[config.mk]
export PLATFORM = sky130hd
export DESIGN_NAME = aes_wb_regs
export DESIGN_NICKNAME = d
export VERILOG_FILES = /design/src/rtl/aes_wb_pkg.sv /design/src/rtl/aes_wb_ack_gen.sv /design/src/rtl/aes_wb_regs.sv
export SDC_FILE = /design/constraint.sdc
export NUM_CORES = 1
export LEC_CHECK = 0
export BUFFER_PORTS_ARGS = -buffer_cell sky130_fd_sc_hd__buf_2
export CAP_MARGIN = 15
export CORE_AREA = 2 2 189 191
export DETAILED_ROUTE_END_ITERATION = 10
export DIE_AREA = 0 0 191 193
export PLACE_DENSITY = 0.85
export SLEW_MARGIN = 20
export SYNTH_ARGS = -nofsm -noshare
export SYNTH_HDL_FRONTEND = slang
export SYNTH_SLANG_ARGS = --single-unit
[constraint.sdc]
create_clock -name wb_clk_i -period 37.1 [get_ports wb_clk_i]
set_input_delay 1.855 -clock wb_clk_i [delete_from_list [all_inputs] [get_ports wb_clk_i]]
set_output_delay 1.855 -clock wb_clk_i [all_outputs]
set_load 0.1 [all_outputs]
[src/rtl/aes_wb_pkg.sv]
// Shared constants for the AES Wishbone register front-end: word offsets, bit indices, FSM states.
// Purely declarative; no latency or backpressure of its own.
package aes_wb_pkg;

    localparam int BLK_W = 128;

    // Word offsets (byte address bits [7:2])
    localparam logic [5:0] OFF_CTRL   = 6'h00;
    localparam logic [5:0] OFF_STATUS = 6'h01;

    // 4-word register groups, selected by word offset bits [5:2]
    localparam logic [3:0] GRP_CTRL = 4'h0;
    localparam logic [3:0] GRP_KEY  = 4'h1;
    localparam logic [3:0] GRP_DIN  = 4'h2;
    localparam logic [3:0] GRP_DOUT = 4'h3;

    localparam int CTRL_START  = 0;
    localparam int CTRL_IRQ_EN = 1;

    localparam int ST_BUSY    = 0;
    localparam int ST_DONE    = 1;
    localparam int ST_TIMEOUT = 2;

    typedef enum logic [1:0] {
        IDLE  = 2'd0,
        START = 2'd1,
        WAIT  = 2'd2
    } state_t;

    function automatic logic [31:0] sel_merge(input logic [31:0] old_w,
                                              input logic [31:0] new_w,
                                              input logic [3:0]  sel);
        logic [31:0] r;
        r = old_w;
        for (int b = 0; b < 4; b++) begin
            if (sel[b]) r[8*b +: 8] = new_w[8*b +: 8];
        end
        return r;
    endfunction

endpackage

[src/rtl/aes_wb_ack_gen.sv]
// Wishbone address decode and registered single-cycle acknowledge.
// Ack one cycle after a hit; a held request is acked every second cycle because a live ack blocks the next hit.
module aes_wb_ack_gen #(
    parameter logic [31:0] BASE_ADDR = 32'h3000_0000,
    parameter logic [31:0] ADDR_MASK = 32'hFFFF_FF00
) (
    input  logic        clk,
    input  logic        rst,
    input  logic        cyc,
    input  logic        stb,
    input  logic [31:0] adr,
    output logic        hit,
    output logic        ack
);

    assign hit = cyc & stb & ((adr & ADDR_MASK) == BASE_ADDR) & ~ack;

    always_ff @(posedge clk or posedge rst) begin
        if (rst) begin
            ack <= 1'b0;
        end else begin
            ack <= hit;
        end
    end

endmodule

[src/rtl/aes_wb_regs.sv]
// Wishbone register window for the AES core: key/plaintext/result registers, start/done sequencing, status and irq.
// Register access completes one cycle after the hit; the core handshake never stalls the bus.
module aes_wb_regs
    import aes_wb_pkg::*;
#(
    parameter logic [31:0] BASE_ADDR      = 32'h3000_0000,
    parameter logic [31:0] ADDR_MASK      = 32'hFFFF_FF00,
    parameter int          TIMEOUT_CYCLES = 255
) (
    input  logic              wb_clk_i,
    input  logic              wb_rst_i,
    input  logic              wbs_cyc_i,
    input  logic              wbs_stb_i,
    input  logic              wbs_we_i,
    input  logic [3:0]        wbs_sel_i,
    input  logic [31:0]       wbs_adr_i,
    input  logic [31:0]       wbs_dat_i,
    output logic              wbs_ack_o,
    output logic [31:0]       wbs_dat_o,
    output logic [BLK_W-1:0]  core_key_o,
    output logic [BLK_W-1:0]  core_din_o,
    output logic              core_start_o,
    input  logic              core_done_i,
    input  logic [BLK_W-1:0]  core_dout_i,
    output logic              irq_o
);

    localparam int CW = $clog2(TIMEOUT_CYCLES + 1);
    localparam logic [CW-1:0] CNT_LAST = CW'(TIMEOUT_CYCLES - 1);
    localparam logic [CW-1:0] CNT_MAX  = CW'(TIMEOUT_CYCLES);

    logic          hit;
    logic [5:0]    off;
    logic          wr;
    logic          rd;
    logic          busy;
    logic          start_wr;
    logic          w1c;
    logic          done_set;
    logic          to_set;
    logic [31:0]   rdata;

    state_t        state;
    logic [CW-1:0] cnt;
    logic          irq_en;
    logic          done_q;
    logic          to_q;
    logic [31:0]   key_q  [4];
    logic [31:0]   din_q  [4];
    logic [31:0]   dout_q [4];

    aes_wb_ack_gen #(
        .BASE_ADDR (BASE_ADDR),
        .ADDR_MASK (ADDR_MASK)
    ) u_ack_gen (
        .clk (wb_clk_i),
        .rst (wb_rst_i),
        .cyc (wbs_cyc_i),
        .stb (wbs_stb_i),
        .adr (wbs_adr_i),
        .hit (hit),
        .ack (wbs_ack_o)
    );

    assign off      = wbs_adr_i[7:2];
    assign wr       = hit & wbs_we_i;
    assign rd       = hit & ~wbs_we_i;
    assign busy     = (state != IDLE);
    assign start_wr = wr & (off == OFF_CTRL) & wbs_sel_i[0] & wbs_dat_i[CTRL_START];
    assign w1c      = wr & (off == OFF_STATUS) & wbs_sel_i[0];

    // Done takes priority over a timeout landing in the same cycle.
    assign done_set = (state == WAIT) & core_done_i;
    assign to_set   = (state == WAIT) & ~core_done_i & (cnt == CNT_LAST);

    assign core_key_o = {key_q[3], key_q[2], key_q[1], key_q[0]};
    assign core_din_o = {din_q[3], din_q[2], din_q[1], din_q[0]};

    always_comb begin
        rdata = '0;
        case (off[5:2])
            GRP_CTRL: begin
                if (off == OFF_CTRL) begin
                    rdata[CTRL_IRQ_EN] = irq_en;
                end else if (off == OFF_STATUS) begin
                    rdata[ST_BUSY]    = busy;
                    rdata[ST_DONE]    = done_q;
                    rdata[ST_TIMEOUT] = to_q;
                end
            end
            GRP_KEY:  rdata = key_q[off[1:0]];
            GRP_DIN:  rdata = din_q[off[1:0]];
            GRP_DOUT: rdata = dout_q[off[1:0]];
            default:  rdata = '0;
        endcase
    end

    always_ff @(posedge wb_clk_i or posedge wb_rst_i) begin
        if (wb_rst_i) begin
            wbs_dat_o <= '0;
        end else begin
            wbs_dat_o <= rd ? rdata : 32'h0;
        end
    end

    always_ff @(posedge wb_clk_i or posedge wb_rst_i) begin
        if (wb_rst_i) begin
            state        <= IDLE;
            cnt          <= '0;
            core_start_o <= 1'b0;
        end else begin
            case (state)
                IDLE: begin
                    core_start_o <= 1'b0;
                    if (start_wr) begin
                        state        <= START;
                        core_start_o <= 1'b1;
                    end
                end
                START: begin
                    core_start_o <= 1'b0;
                    cnt          <= '0;
                    state        <= WAIT;
                end
                WAIT: begin
                    core_start_o <= 1'b0;
                    if (done_set || to_set) begin
                        state <= IDLE;
                    end else if (cnt != CNT_MAX) begin
                        cnt <= cnt + 1'b1;
                    end
                end
                default: begin
                    state        <= IDLE;
                    core_start_o <= 1'b0;
                end
            endcase
        end
    end

    always_ff @(posedge wb_clk_i or posedge wb_rst_i) begin
        if (wb_rst_i) begin
            irq_en <= 1'b0;
            done_q <= 1'b0;
            to_q   <= 1'b0;
            irq_o  <= 1'b0;
        end else begin
            if (wr && off == OFF_CTRL && wbs_sel_i[0]) begin
                irq_en <= wbs_dat_i[CTRL_IRQ_EN];
            end
            done_q <= done_set | (done_q & ~(w1c & wbs_dat_i[ST_DONE]));
            to_q   <= to_set   | (to_q   & ~(w1c & wbs_dat_i[ST_TIMEOUT]));
            irq_o  <= irq_en & (done_q | to_q);
        end
    end

    // KEY/DIN are frozen while the core may be consuming them.
    always_ff @(posedge wb_clk_i or posedge wb_rst_i) begin
        if (wb_rst_i) begin
            for (int i = 0; i < 4; i++) begin
                key_q[i]  <= '0;
                din_q[i]  <= '0;
                dout_q[i] <= '0;
            end
        end else begin
            if (wr && !busy && off[5:2] == GRP_KEY) begin
                key_q[off[1:0]] <= sel_merge(key_q[off[1:0]], wbs_dat_i, wbs_sel_i);
            end
            if (wr && !busy && off[5:2] == GRP_DIN) begin
                din_q[off[1:0]] <= sel_merge(din_q[off[1:0]], wbs_dat_i, wbs_sel_i);
            end
            if (done_set) begin
                for (int i = 0; i < 4; i++) begin
                    dout_q[i] <= core_dout_i[32*i +: 32];
                end
            end
        end
    end

endmodule

* Yosys cells after proc, flatten, opt, wreduce, memory -nomap -nowiden
Index checks and enable logic that the tools add are counted.
Word-level totals: register bits after elaboration 432, bits of input ports 202, word-level logic and storage cells 123
Cells by class: add/subtract/negate cells 1, order comparisons 2, equality and inequality tests 13, muxes and demuxes 44, bitwise gates (word level) 27, reductions and logical operators 15
Operator list (number):
- bitwise mux 128 bit | 2
- two-way mux 32 bit | 8
- binary-select mux 32 bit (select 2 bit) | 3
- two-way mux 8 bit | 18
- case mux 29 bit (3 select lines) | 1
- demux 32 bit (select 2 bit) | 1
- equality test 24 x 22 -> 1 bit (second input constant) | 1
- bitwise AND 1 bit | 18
- case mux 8 bit (2 select lines) | 1
- case mux 3 bit (4 select lines) | 1
- adder 8 x 1 -> 8 bit (second input constant) | 1
- equality test 4 x 2 -> 1 bit (second input constant) | 2
- equality test 8 bit (second input constant) | 1
- != test 8 bit (second input constant) | 1
- equality test 6 x 1 -> 1 bit (second input constant) | 1
- logical AND 1 bit | 6
- zero test 6 bit | 1
- case mux 2 bit (3 select lines) | 1
- two-way mux 1 bit | 5
- inverter 1 bit | 5
- equality test 4 x 1 -> 1 bit (second input constant) | 1
- zero test 4 bit | 1
- two-way mux 2 bit | 2
- != test 2 x 1 -> 1 bit (second input constant) | 2
- other kinds (14) | 18

* Longest topological paths before layout
depth after elaboration 10, gate-level depth with buffers 7, gate-level depth less buffers 6

* Hierarchy
A second synthesis with hierarchy kept.
Unflattened totals: cells, all modules 1552, area total of the unflattened synthesis 19113.3 um^2
Modules (own cells, without submodules):
- aes_wb_regs | instances 1, cells an instance 1539, area each 19008.2 um^2
- aes_wb_ack_gen | instances 1, cells an instance 13, area each 105.1 um^2

* Worst setup path before layout
OpenSTA, ideal clock, no wires.
path type in2reg, start input port wbs_adr_i[16], end register din_q (netlist bit core_din_o[100]), setup time 0.126 ns, data arrival time 3.603 ns, required time 36.974 ns, path slack 33.371 ns, stages on the path 6, buffers on the path 2, cells stage by stage nor4_4 -> nand4_4 -> buf_6 -> nor4_4 -> buf_6 -> mux2_4
On the way: word-level cells in the longest chain between the ends 6
RTL lines:
- start: declaration | RTL line aes_wb_regs.sv:16 | input logic [31:0] wbs_adr_i,
- equality test 24 x 22 -> 1 bit | RTL line aes_wb_ack_gen.sv:16 | assign hit = cyc & stb & ((adr & ADDR_MASK) == BASE_ADDR) & ~ack;
- bitwise AND 1 bit (2 in a row) | RTL line aes_wb_ack_gen.sv:16
- bitwise AND 1 bit | RTL line aes_wb_regs.sv:66 | assign wr = hit & wbs_we_i;
- logical AND 1 bit (2 in a row) | RTL line aes_wb_regs.sv:169 | if (wr && !busy && off[5:2] == GRP_DIN) begin
- end signal: indexed assignment | RTL line aes_wb_regs.sv:170 | din_q[off[1:0]] <= sel_merge(din_q[off[1:0]], wbs_dat_i, wbs_sel_i);
- end: declaration | RTL line aes_wb_regs.sv:49 | logic [31:0] din_q [4];
No other way between the ends. A chain may end at the register's enable or synchronous reset.

* Worst setup path in the final report
start input port wbs_adr_i[8], end register key_q (netlist bit core_key_o[113])
On the way: word-level cells in the longest chain between the ends 6
RTL lines:
- equality test 24 x 22 -> 1 bit | RTL line aes_wb_ack_gen.sv:16
- bitwise AND 1 bit (2 in a row) | RTL line aes_wb_ack_gen.sv:16
- bitwise AND 1 bit | RTL line aes_wb_regs.sv:66
- logical AND 1 bit (2 in a row) | RTL line aes_wb_regs.sv:166 | if (wr && !busy && off[5:2] == GRP_KEY) begin
- end signal: indexed assignment | RTL line aes_wb_regs.sv:167 | key_q[off[1:0]] <= sel_merge(key_q[off[1:0]], wbs_dat_i, wbs_sel_i);
- end: declaration | RTL line aes_wb_regs.sv:48 | logic [31:0] key_q [4];
No other way between the ends.

==> run metrics <==
Initial Utilization=57.27%; final setup margin=32700 ps; Critical Path Start Type=primary input; CP Depth=6; DR vias=14260; port bufs=490; Combinational Power Share=12.3%; sw power=about 270 uW; f_max=between 200 and 250 MHz; top-level port count=493; worst-margin pin slew=between 1000 and 1500 ps; synth warn=0; met2 usage=49.76%; final setup vio count=0; RSZ-0062 raised after global routing=no; Syn Nets=1582; busiest metal layer after global routing=met2; Fin Setup TNS=0 ps; Inst Count DP=about 2300; Clock transition at path regs=60 ps; DRC=0; critical path arrival=slightly below 5000 ps; initial DRC count=883; GR Layer Usage met1=about 40%; Post-Syn Area=20020 sq um; Num Clock Sinks=432; slowest cell on the critical path=nor4_4; CP Cell Sequence=buf_2 > nor4_4 > nand4_4 > nor4_4 > buf_4 > mux2_2; Clock Power Share=38.7%; Avg WL per Cell=24.83 microns; Post-DP HPWL=39750 microns; largest stage delay on the critical path=1130 ps; post-route ant nets=0; async set-reset flop share out of synthesis=100.0%; Post-synth EDFFs=0; clk_lat worst skew=between 500 and 600 ps; Distinct cells, synth=47; Final nets=~2000; Vias/cell=about 6; element type at the critical path end=flip-flop; Area Overhead vs Synth=21.36%; Tot GR Track Use=about a third; fin. max-slew vios=0; CP required=37530 ps; R2R cell count=5; Cells after Synth=1375; M3 GR Usage=8.905%; die height=193 microns; Buf/Inv on CP=2; Max-slew headroom=19.95%; postcts setup bufs=0; Lkg Pwr=about 12 nW; CTS tree=done; H-tree Lvls=2; clk_skew=approximately 7.4 ps; row count=about 70; crit-path max FO=22; max_cap viols=0; status=complete, no violations; DRT Pass-1 Iters=5; syn_area_per_cell=14.56 sq um; WS Path Type=primary input to flip-flop; Total Wirelength=around 58000 microns; part of the power in registers=roughly 49%; global-route wire length before repair=86770 microns; vias in the first global route=about 15000; Post-CTS Hold Fix Bufs=0; routability cong.=0.8672; #FFs+latches synth=around 430; Die Area=between 30000 and 40000 sq um; min cycle time layout=4397 ps; pin count of the biggest net entering global routing=roughly 150; Hold WC Path Type=flip-flop to flip-flop; Hold Path Depth=1; register area share after synthesis=53.99%; Crit path max-delay family=simple AND/OR/NAND/NOR gates; grt total ovfl=0; Cell Pwr Density=46.20 nW/um^2; Final Hold Fails=0; Final Cycle Share=11.85%; main flop type after synthesis=dfrtp_1; share of layout cells above drive strength 1=57.69%; switch share=24.21%; CTS root buffer=clkbuf_16; PostCTS Resize Cnt=0; Int Pwr=850.8 uW; VDD IR max=0.04582 mV; initial antenna violation count=21; critical path's most frequent cell=nor4_4; Die Width=191 microns; Num CTS Buffers=45; Setup WS pre-CTS=32070 ps; Final Power=1.123 mW; clock buffer depth=3; Final Non-Filler Cells=~2400; Core Area=34960 sq um
-- flip-flops by register name, summed over array words and instances, names as in the netlist, 2 cells and up --
name and cells:
cnt 8, core_din_o 128, core_key_o 128, dout_q 128, state 2, wbs_dat_o 32
-- metal layers --
metal	vias to the layer above	part of all wire [%]	wire (microns)
met4	2	4.9	2888
li1	6010	-	-
met3	190	10	5820
met5	-	0.022	13
met1	7312	37	21670
met2	750	48	28050
-- power groups by stage --
stage	clock (mW)	combinational (mW)	sequential [mW]
2_1_floorplan	0	0.0988	0.548
3_3_place_gp	0	0.131	0.553
3_5_place_dp	0	0.137	0.558
4_1_cts	0.440	0.138	0.550
5_1_grt	0.460	0.148	0.555
6_report	0.434	0.138	0.550
-- layout make-up --
cell class              count  area [sq um]
clock inverters             7         63.81
multi-input cells         781          8556
repair buffers            510          2626
diodes                     21         52.55
clock buffers              69          1329
well taps                 461         576.8
flip-flops and latches    432         10810
inverters                  73         286.5
fillers                  2361         10660
-- stage by stage --
step                      cell area [sq um]  hold WS (ps)  utilization (%)
after detailed placement              22810         488.8            65.25
after floorplan                       20020         466.5                -
after global routing                  24290         515.3            69.48
after global placement                22810         482.4            65.25
after CTS                             24210         502.3            69.23
final                                 24300         499.2            69.50
-- cells in the final DEF (no fill, tap or decap), types with 13 or more instances in the layout --
| cell type | n |
|---|---|
| mux4_2 | 96 |
| clkbuf_1 | 15 |
| buf_2 | 488 |
| clkbuf_16 | 47 |
| a22oi_1 | 32 |
| nor4_4 | 13 |
| buf_4 | 18 |
| inv_1 | 72 |
| nand2_1 | 73 |
| o21ai_0 | 70 |
| mux2_4 | 30 |
| dfrtp_1 | 432 |
| mux2_2 | 356 |
| diode_2 | 21 |
| a21oi_1 | 34 |
-- path summary, 6_finish.rpt --
path / from / to / slack (ps)
worst max register to register: u_ack_gen.ack / core_key_o[113] / 33840
min in group asynchronous: wb_rst_i / wbs_dat_o[26] / 1440
max in group asynchronous: wb_rst_i / dout_q[101] / 33420
worst min register to register: dout_q[26] / dout_q[26] / 500
worst max-delay path: wbs_adr_i[8] / core_key_o[113] / 32700
worst min-delay path: dout_q[26] / dout_q[26] / 500
-- cells in the mapped netlist, types with 2 or more instances --
library cell,instances,share of area [%]
nor4_4,13,1.4
a21o_1,2,0.075
nand2b_1,3,0.094
mux4_2,96,11
nand3b_1,3,0.11
mux2_4,30,2.2
a31oi_1,4,0.12
dfrtp_1,432,54
nand2_1,74,1.4
nor4_1,5,0.16
o21a_1,2,0.075
or3_1,2,0.062
buf_2,36,0.90
nand4_4,2,0.21
ha_1,5,0.31
and3_1,3,0.094
nor2b_1,3,0.094
nand3_1,8,0.20
clkbuf_1,44,0.82
nor4b_2,2,0.15
inv_1,73,1.4
nor3_1,3,0.075
a22oi_1,32,1.2
buf_1,5,0.094
a41o_1,2,0.10
a22o_1,2,0.087
nand4b_1,3,0.13
o41ai_1,2,0.087
o21ai_0,70,1.7
a21oi_1,34,0.85
buf_6,4,0.22
mux2_2,356,20
nor2_1,6,0.11
-- logic make-up after synthesis --
kind of cell	Yosys count	synth area share [%]
AOI/OAI and AO/OA	159	4.755
adders and majority gates	5	0.3124
buffers and inverters	162	3.412
DFF	432	53.99
muxes	482	33.07
and+or+nand+nor	135	4.468
-- worst reg2reg max path: stages, from the launching register on --
cell and delay [ps]:
dfrtp_1 430, nor4_4 200, nand4_4 420, nor4_4 1140, buf_4 550, mux2_2 400
Note: power is estimated with default switching activity, not from simulation.
